--- config.mk ---
export PLATFORM = sky130hd
export DESIGN_NAME = regfile_sb
export DESIGN_NICKNAME = d
export VERILOG_FILES = /design/src/rtl/regfile_sb.sv
export SDC_FILE = /design/constraint.sdc
export NUM_CORES = 1
export LEC_CHECK = 0
export CAP_MARGIN = 10
export CORE_UTILIZATION = 35
export CTS_CLUSTER_DIAMETER = 80
export DETAILED_ROUTE_END_ITERATION = 7
export DONT_BUFFER_PORTS = 1
export SYNTH_ARGS = -nofsm -noshare
export SYNTH_HDL_FRONTEND = slang
export SYNTH_SLANG_ARGS = --single-unit
--- constraint.sdc ---
create_clock -name clk -period 7.7 [get_ports clk]
set_input_delay 1.155 -clock clk [delete_from_list [all_inputs] [get_ports clk]]
set_output_delay 1.155 -clock clk [all_outputs]
set_load 0.02 [all_outputs]
--- src/rtl/regfile_sb.sv ---
// Two-read/one-write register file for the pipelined core, with hardwired x0, optional write bypass,
// a busy-bit scoreboard for hazard stalls and a post-reset sweep that loads every register.
module regfile_sb #(
   parameter int               XLEN       = 32,
   parameter int               NREGS      = 32,
   parameter int               BYPASS     = 1,
   parameter int               PRESET_IDX = 9,
   parameter logic [XLEN-1:0]  PRESET_VAL = 32'h00000020,
   localparam int              AW         = $clog2(NREGS)
) (
   input  logic            clk,
   input  logic            rst,
   input  logic [AW-1:0]   ra1,
   input  logic [AW-1:0]   ra2,
   input  logic            use1,
   input  logic            use2,
   output logic [XLEN-1:0] rd1,
   output logic [XLEN-1:0] rd2,
   input  logic            we,
   input  logic [AW-1:0]   wa,
   input  logic [XLEN-1:0] wd,
   input  logic            iss,
   input  logic [AW-1:0]   iss_rd,
   output logic            busy1,
   output logic            busy2,
   output logic            stall,
   output logic            ready
);

   localparam logic [AW-1:0] LAST     = AW'(NREGS - 1);
   localparam logic [AW-1:0] PRESET_A = AW'(PRESET_IDX);

   typedef enum logic [0:0] {SWEEP, RUN} state_t;

   state_t          state;
   logic [AW-1:0]   cnt;
   logic [NREGS-1:0] busy;
   logic [XLEN-1:0] mem [NREGS];
   logic [XLEN-1:0] sweep_val;
   logic            wr_en;
   logic            fwd1;
   logic            fwd2;

   assign wr_en     = we && (wa != '0);
   assign sweep_val = ((PRESET_IDX != 0) && (cnt == PRESET_A)) ? PRESET_VAL : '0;
   assign fwd1      = (BYPASS != 0) && we && (wa == ra1);
   assign fwd2      = (BYPASS != 0) && we && (wa == ra2);

   // Busy bits only ever get set for nonzero destinations, so busy[0] stays 0;
   // the set is issued after the clear so a new producer wins on the same edge.
   always_ff @(posedge clk or posedge rst) begin
      if (rst) begin
         state <= SWEEP;
         cnt   <= '0;
         ready <= 1'b0;
         busy  <= '0;
      end else begin
         case (state)
            SWEEP: begin
               cnt <= cnt + AW'(1);
               if (cnt == LAST) begin
                  state <= RUN;
                  ready <= 1'b1;
               end
            end
            RUN: begin
               if (wr_en) begin
                  busy[wa] <= 1'b0;
               end
               if (iss && (iss_rd != '0)) begin
                  busy[iss_rd] <= 1'b1;
               end
            end
            default: state <= SWEEP;
         endcase
      end
   end

   // Storage is not reset; the sweep defines every entry before reads are enabled.
   always_ff @(posedge clk) begin
      if (state == SWEEP) begin
         mem[cnt] <= sweep_val;
      end else if (wr_en) begin
         mem[wa] <= wd;
      end
   end

   always_comb begin
      rd1   = '0;
      rd2   = '0;
      busy1 = 1'b0;
      busy2 = 1'b0;
      if (state == RUN) begin
         if (ra1 != '0) begin
            rd1   = fwd1 ? wd : mem[ra1];
            busy1 = busy[ra1] && !fwd1;
         end
         if (ra2 != '0) begin
            rd2   = fwd2 ? wd : mem[ra2];
            busy2 = busy[ra2] && !fwd2;
         end
      end
   end

   assign stall = !ready || (use1 && busy1) || (use2 && busy2);

endmodule

==> results of run 1 <==
## worst max path at each step
stage / startpoint / endpoint / slack, ps / cells after the start
global placement: ra1[1] / rd1[30] / 2580 / 6
global route: ra1[0] / rd1[23] / 1760 / 6
detailed placement: ra1[1] / rd1[0] / 2580 / 6
finish: ra1[0] / rd1[0] / 1420 / 6
CTS: ra1[1] / rd1[0] / 2600 / 6
floorplan: wa[2] / mem[13][0] / 3370 / 8
## kinds of logic after synthesis
logic type / after synthesis / share of synthesized area (%)
DFF: 1063 / 62.8
muxes: 731 / 27.5
AOI/OAI and AO/OA: 348 / 4.61
and+or+nand+nor: 277 / 2.70
buffers and inverters: 235 / 2.10
xor gates and xnor gates: 13 / 0.225
adders and majority gates: 3 / 0.0743
## layout make-up
type	instances	area share, %
tap	1903	4.24
multi-input combinational	1372	32.1
timing repair buffer	52	0.695
antenna	3	0.0134
clock inverter	70	1.38
clock buffer	129	4.99
sequential	1063	56.5
inverter	9	0.0602
## power groups by stage
stage / Clock (mW) / Sequential (mW) / Combinational, mW
2_1_floorplan: 0 / 6.51 / 0.713
3_3_place_gp: 0 / 6.52 / 0.759
3_5_place_dp: 0 / 6.52 / 0.774
4_1_cts: 5.42 / 6.40 / 0.776
5_1_grt: 5.63 / 6.40 / 0.818
6_report: 5.36 / 6.40 / 0.787
## critical path: stages
cell	delay [ps]
xor2_1	530
nor4_1	440
and3_2	660
buf_4	480
a211oi_1	120
nor3_1	810
## layout by cell type (no fill, tap or decap), drive strengths merged, types with 14 or more instances in the layout
cell type	synthesis	routed
nor2b	16	16
nor2	113	113
o21ai	61	61
nand3	14	14
mux2i	205	205
mux4	523	523
nor3	63	63
edfxtp	1024	1024
clkbuf	109	129
buf	117	52
a22oi	129	129
a211oi	66	66
and2	34	34
dfrtp	39	39
bufinv	0	14
a21oi	66	66
clkinv	0	46
## per-stage QoR
stage,instances,cell area (sq um)
3_5_place_dp,4399,52600
4_1_cts,4598,56100
2_1_floorplan,2670,50500
3_3_place_gp,4399,52600
6_report,4601,56100
5_1_grt,4598,56100
## flip-flops by register name, indices dropped and copies added, names as in the netlist
signal and flops:
state 1, ready 1, cnt 5, mem 1024
busy 32
## layer usage
layer / GRT usage (%) / part of all wire [%]
met4: 7.59 / 3.6
met5: 0 / 0
met3: 3.69 / 7.8
met2: 34.8 / 50
met1: 27.2 / 39
==> reports/results.tsv, run 1 <==
stage	metric	value	unit
setup_path	CP startpoint kind	primary input	
timing	fin crit period	6280	ps
clock_network	CTS HTree Levels	3	
cells_and_area	fraction of layout cells with a size suffix above 1	29.2	%
clock_network	post-cts sizing count	0	
synthesis	most frequent cells after synthesis	edfxtp_1, mux4_2, mux2i_1, a22oi_1, clkbuf_1	
placement	post-place setup slack	2580	ps
power_and_ir_drop	Sw Share	21.8	%
setup_path	worst r2r dst	mem[25][17]	
clock_network	clock buffer depth	3	
cells_and_area	filler instances	12800	
routing	DR WL/cell	33.3	microns
synthesis	Post-Syn Area	50500	sq um
setup_path	Crit Path Category	in2out	
cells_and_area	Layout area overhead	11.2	%
power_and_ir_drop	Lkg Pwr	18.8	nW
synthesis	area leader, netlist	edfxtp_1	
placement	Detailed Place HPWL	82900	microns
grt	first-pass GRT wire length	219000	microns
grt	vias in the first global route	29700	
timing	Worst-Margin Slew	2170	ps
outcome	failing checks	max-slew violations	
timing	relative slew slack	-44.9	%
cells_and_area	# nets final	2667	
setup_path	reg2reg setup slack	3670	ps
floorplanning	Rows	139	
grt	total gr overflow	0	
hold_path	Hold Path Origin	busy[0]	
timing	final setup fails	0	
routing	Residual DRC	0	
floorplanning	die extent in x	382	microns
timing	pins over their slew limit	220	
power_and_ir_drop	Final Power	12.5	mW
power_and_ir_drop	sequential fraction of design power	51.0	%
routing	vias per std cell	6.17	
cells_and_area	area of the multi-input gates	18000	sq um
synthesis	synth warn	0	
floorplanning	Placeable Area	143000	sq um
timing	clk_skew	24.0	ps
synthesis	most frequent cell after synthesis	edfxtp_1	
synthesis	Synth Register Bits	1063	
cells_and_area	register area	31700	sq um
cells_and_area	final core occ	39.2	%
power_and_ir_drop	clock share of power	42.7	%
routing	Routed Antenna Nets	0	
setup_path	Worst Path Arrival	5120	ps
power_and_ir_drop	Comb power frac	6.3	%
clock_network	post-CTS setup-driven buffer insertion count	0	
timing	RSZ-0062 raised after global routing	false	
setup_path	Max Fanout on Critical Path	268	
setup_path	CP endpoint kind	output port	
hold_path	Hold Path Sink	busy[0]	
synthesis	Syn Nets	2731	
routing	total wire length	153000	microns
synthesis	asr flop ratio synth	3.67	%
clock_network	Clock Pin Slew Worst Setup and Hold Paths	60	ps
clock_network	Clock Latency Late Sink	710	ps
placement	placer congestion estimate	0.795	
timing	hold_ws	404	ps
setup_path	Worst Reg-to-Reg Cells	6	
clock_network	CTS buffer count	108	
grt	initial antenna violation count	4	
timing	final worst setup slack	1420	ps
synthesis	syn avg cell area	18.9	sq um
clock_network	root buffer cell	clkbuf_16	
outcome	status	finished, violations left	
grt	largest net degree at the start of global routing	269	
routing	initial DRC count	3156	
timing	Hold Violations, Final	0	
power_and_ir_drop	Sw Pwr	2.73	mW
setup_path	Critical Path RT	6550	ps
placement	PortBufs	0	
clock_network	CTS tree	built	
hold_path	min-delay worst type	reg2reg	
run	max-cap check violation count	0	
synthesis	Top FF cell, synth	edfxtp_1	
synthesis	top cells by area, synth	edfxtp_1, mux4_2, mux2i_1, dfrtp_1, a22oi_1	
grt	GR Util All Layers	20.8	%
routing	Vias	28400	
power_and_ir_drop	P_int	9.81	mW
hold_path	hold path depth	0	
power_and_ir_drop	PD cells	223	nW/um^2
routing	TritonRoute pass-1 iters	6	
clock_network	Hold-fix buffers, CTS	0	
timing	Peak Freq	159	MHz
floorplanning	die area	146000	sq um
timing	final period utilization	81.5	%
synthesis	post-synth cell types	54	
synthesis	Seq/Total Area, Yosys	62.8	%
setup_path	Reg-to-Reg Start	state	
floorplanning	Die Y	382	microns
clock_network	CTS sink cnt	1063	
timing	setup TNS	0	ps
synthesis	EDFF count, synth	1024	
power_and_ir_drop	worst vdd ir	0.000152	V
synthesis	Cells after Synth	2670	
synthesis	Yosys top cell area share	60.9	%
floorplanning	initial core utilization	35.2	%
floorplanning	Ports	126	
(Power assumes the default switching activity.)
==> inputs of run 2 (changes only) <==
==> constraint.sdc (replaced) <==
create_clock -name clk -period 6.2 [get_ports clk]
set_input_delay 0.93 -clock clk [delete_from_list [all_inputs] [get_ports clk]]
set_output_delay 0.93 -clock clk [all_outputs]
set_load 0.02 [all_outputs]
==> reports/results.tsv, run 2 (same netlist as run 1, synthesis figures left out) <==
stage	metric	value	unit	change
cells_and_area	Largest regs	mem (1024), busy (32), cnt (5)		unchanged
timing	final setup fails	0		unchanged
routing	WL met2	76800	microns	was 76000 microns
setup_path	Crit Path Category	in2out		unchanged
timing	clk_skew	34.4	ps	was 24.0 ps
cells_and_area	Reg with most FFs	mem		unchanged
timing	pins over their slew limit	0		was 220
placement	placer congestion estimate	0.825		was 0.795
routing	Residual DRC	0		unchanged
routing	Routed Antenna Nets	0		unchanged
clock_network	Clock Pin Slew Worst Setup and Hold Paths	60	ps	about the same
floorplanning	Rows	139		unchanged
power_and_ir_drop	Lkg Pwr	19.0	nW	was 18.8 nW
floorplanning	Ports	126		unchanged
clock_network	CTS buffer count	111		was 108
grt	largest net degree at the start of global routing	269		unchanged
timing	setup TNS	0	ps	unchanged
routing	vias per std cell	6.16		was 6.17
grt	first-pass GRT wire length	218000	microns	was 219000 microns
setup_path	Max Fanout on Critical Path	232		was 268
cells_and_area	Layout area overhead	11.5	%	was 11.2%
floorplanning	Placeable Area	143000	sq um	unchanged
cells_and_area	area of the multi-input gates	18000	sq um	unchanged
grt	GR Util All Layers	20.8	%	about the same
timing	Peak Freq	204	MHz	
run	max-cap check violation count	0		unchanged
grt	total gr overflow	0		unchanged
setup_path	Worst Reg-to-Reg Cells	5		was 6
floorplanning	initial core utilization	35.2	%	unchanged
routing	met3 WL post-DR	11000	microns	was 11900 microns
floorplanning	die area	146000	sq um	unchanged
cells_and_area	fraction of layout cells with a size suffix above 1	30.0	%	was 29.2%
clock_network	post-cts sizing count	0		unchanged
timing	Worst-Margin Slew	1280	ps	was 2170 ps
routing	DR WL/cell	33.0	microns	was 33.3 microns
hold_path	min-delay worst type	in2async		was reg2reg
routing	total wire length	153000	microns	about the same
clock_network	CTS HTree Levels	3		unchanged
setup_path	reg2reg setup slack	2370	ps	was 3670 ps
timing	fin crit period	4900	ps	
cells_and_area	fin cells	4625		was 4601
cells_and_area	commonest non-fill, non-tap cell in the layout	edfxtp_1		unchanged
placement	cell total after placement	4420		was 4399
cells_and_area	most frequent cells in the layout	edfxtp_1, mux4_2, mux2i_1		unchanged
power_and_ir_drop	PD cells	275	nW/um^2	was 223 nW/um^2
grt	vias in the first global route	29600		was 29700
grt	initial antenna violation count	2		was 4
cells_and_area	register area	31700	sq um	unchanged
routing	M1 WL	59100	microns	was 59700 microns
clock_network	CTS sink cnt	1063		unchanged
clock_network	Clock Latency Late Sink	730	ps	was 710 ps
cells_and_area	filler instances	12700		was 12800
timing	RSZ-0062 raised after global routing	false		unchanged
setup_path	CP startpoint kind	primary input		unchanged
routing	TritonRoute pass-1 iters	5		was 6
outcome	status	completed		was finished, violations left
timing	relative slew slack	14.4	%	was -44.9%
routing	DR top layer	met5		was met4
setup_path	Critical Path RT	5270	ps	was 6550 ps
routing	initial DRC count	3309		was 3156
cells_and_area	final core occ	39.3	%	was 39.2%
placement	PortBufs	0		unchanged
clock_network	root buffer cell	clkbuf_16		unchanged
clock_network	CTS tree	built		unchanged
timing	hold_ws	239	ps	was 404 ps
clock_network	Hold-fix buffers, CTS	0		unchanged
power_and_ir_drop	worst vdd ir	0.000216	V	was 0.000152 V
timing	Hold Violations, Final	0		unchanged
cells_and_area	# nets final	2691		was 2667
floorplanning	Die Y	382	microns	unchanged
cells_and_area	max reg flops	1024		unchanged
routing	Vias	28500		was 28400
clock_network	post-CTS setup-driven buffer insertion count	0		unchanged
setup_path	CP endpoint kind	output port		unchanged
setup_path	Worst Path Arrival	3970	ps	was 5120 ps
floorplanning	die extent in x	382	microns	unchanged
cells_and_area	Antenna diodes	0		was 3
clock_network	clock buffer depth	3		unchanged
placement	Detailed Place HPWL	88100	microns	was 82900 microns
timing	final period utilization	79.0	%	
[run 2: cell count changes in the layout (fill, tap and decap cells not counted), sizes merged]
cell,delta
diode,-3
clkinvlp,-4
bufinv,-6
inv,+5
clkinv,+1
buf,+21
clkbuf,+10
[run 2: layout make-up]
class	instances	area share, %
sequential	1063	56.3
multi-input combinational	1372	32.0
clock buffer	139	5.24
tap	1903	4.23
timing repair buffer	73	1.13
clock inverter	66	1.02
inverter	9	0.0600
[run 2: worst paths after layout]
kind / from / end
max in group asynchronous: rst / cnt[2]
max reg2reg: state / mem[28][23]
max: ra2[1] / rd2[0]
min: rst / busy[30]
min in group clk: wa[1] / busy[4]
min reg2reg: busy[0] / busy[0]
[run 2: metrics by stage]
step | cell area [sq um] | setup WS, ps | power (mW)
2_1_floorplan | 50500 | 2100 | 8.97
3_3_place_gp | 52800 | 1690 | 9.05
3_5_place_dp | 52800 | 1660 | 9.07
4_1_cts | 56300 | 1660 | 15.6
5_1_grt | 56300 | 1410 | 15.8
6_report | 56300 | 1300 | 15.5
[run 2: power by group]
part           leakage [nW]  switching, mW  internal (mW)
Combinational          6.10          0.537          0.444
Clock                  1.74           2.84           3.71
Sequential             11.1         0.0247           7.93
[run 2: metal layers]
layer,global-route usage (%),vias to the layer above
met1,26.8,15500
met4,8.37,2
met5,0,-
met2,35.3,1333
li1,-,11400
met3,3.15,244
[run 2: worst max-delay path: stages]
cell and delay [ps]:
or4_1 860, o21ai_4 640, buf_4 480, nor3_1 280, buf_4 230
==> patch, RTL diff (settings of run 1) <==
Set the parameter `BYPASS` to 0 (it was 1).
--- a/src/rtl/regfile_sb.sv
+++ b/src/rtl/regfile_sb.sv
@@ -3,7 +3,7 @@
 module regfile_sb #(
    parameter int               XLEN       = 32,
    parameter int               NREGS      = 32,
-   parameter int               BYPASS     = 1,
+   parameter int               BYPASS     = 0,
    parameter int               PRESET_IDX = 9,
    parameter logic [XLEN-1:0]  PRESET_VAL = 32'h00000020,
    localparam int              AW         = $clog2(NREGS)
Formal check against the unedited RTL: no difference found for any inputs over 4 cycles, from zero or initial values and one cycle with rst high; that may be too few to reach the edited logic, so the function may still have changed.
==> patch against run 1 <==
- design area down 1.2%
- clock power barely moved
- total power decreased by 0.50%
- core utilization is essentially flat
- largest power group unchanged
- the run still ends with slew limit left
- via count decreased by 6.5%
- sequential cell count unchanged
- setup slack better by 0.61 ns
- synthesized area decreased by 1.3%
- critical endpoint is now rd2[31]
- critical path type unchanged
- wire length shrank 4.6%
==> patch: results (changes against run 1) <==
RESULT_OF_THE_RUN='complete, but fails checks'
FAILING_CHECKS='slew limit'
GRT_UTIL_ALL_LAYERS=0.205  # -0.00293
COMB_POWER_SHARE=0.058  # -0.005
TIMING.REG2REG.SETUP_SLACK_NS=3.79  # +0.12 ns
CTS_BUFFERS=112  # +3.7%
PLACE.DETAILED.HPWL_UM=78900  # -4.8%
POST_SYNTHESIS_COMPOUND_GATE_AREA_FRACTION=0.0195  # -0.0266
SYNTHTOPCELLSBYAREA='sky130_fd_sc_hd__edfxtp_1 (62%), sky130_fd_sc_hd__mux4_2 (27%), sky130_fd_sc_hd__dfrtp_1 (2.0%), sky130_fd_sc_hd__o21ai_0 (0.95%), sky130_fd_sc_hd__mux2_2 (0.81%)'
SYNTH_XOR_AREA_FRAC=0.000527  # -0.00173
POSTSYNTHNETCOUNT=2471  # -9.5%
WL_MET1_UM=57400  # -3.9%
DPL-INSTANCE-AREA_MM2=0.0518  # -1.4%
SYNTH.LIB_CELLS_USED.DISTINCT=47  # -13%
GRTUSAGEMET2=0.346  # -0.00218
MET2_WIRELENGTH_UM=73800  # -2.9%
POWERDENSITY_mW_PER_MM2=225  # +0.73%
GR-USAGE-MET1=0.269  # -0.00204
FINAL_WEIGHTED_CONGESTION_IN_ROUTABILITY_DRIVEN_PLACEMENT=0.846  # +6.5%
REPORT.FINAL.SLEW_VIOL_COUNT=149  # -32%
CLOCK-SKEW-FINAL_NS=0.0231  # -0.000826 ns
NUMBER_OF_INSERTED_FILLER_CELLS_IN_THE_FINAL_LAYOUT=12500  # -2.6%
WORSTREG2REGEND='mem[0][19]'
DRIVE_GT1_FRAC=0.360  # +0.0684
VDD_IR_DROP_MAX_mV=0.175  # +15%
CRITPATHLAUNCH='ra2[0]'
CLK-INSERTION-DELAY-LATE_NS=0.73  # +0.02 ns
MET3_USAGE=0.0347  # -0.00228
GRT_MAX_DEGREE=267  # -0.74%
FF2FF_PATH_DEPTH=5  # -1
FIRST_GLOBAL_VIAS=28100  # -5.4%
DRT_ITER0_MARKERS=3017  # -4.4%
SYN_INST=2410  # -9.7%
DETAILED_ROUTE_WL_UM=146000  # -4.6%
CP-ENDPOINT='rd2[31]'
SEQ_AREA_FRAC_SYNTH=0.636  # +0.00801
WORST_PATH_LARGEST_CELL_DELAY_NS=1.21  # +0.40 ns
CRITICAL_PATH.TOP_DELAY_FAMILY='multiplexers'
WORST_SLEW_PIN_SLEW_NS=2.18  # +0.00620 ns
patch: cell types whose count changed after synthesis, sizes merged, moves of 9 or more:
cell and change:
mux2i -168, a22oi -127, mux4 +99, a211oi -66
o21ai +66, nor3 -62, nand3 +59, mux2 +33
nor2 -32, a21oi -31, inv +30, clkbuf -25
buf -11, nor2b -9
patch: final cells by class:
cell class / count / area [um2] / share of cell area
Sequential cell: 1063 / 31700 / 0.572
Multi-Input combinational cell: 1118 / 17300 / 0.312
Clock buffer: 132 / 2900 / 0.0523
Tap cell: 1890 / 2360 / 0.0426
Clock inverter: 77 / 704 / 0.0127
Timing Repair Buffer: 40 / 300 / 0.00542
Inverter: 39 / 146 / 0.00264
Antenna cell: 3 / 7.51 / 0.000135
patch: per-stage QoR:
step	hold slack, ns	worst slack (ns)	cells
detailed placement	0.384	3.30	4150
global placement	0.377	3.33	4150
finish	0.402	2.03	4362
CTS	0.397	3.13	4359
global route	0.420	2.88	4362
floorplan	0.438	3.59	2410
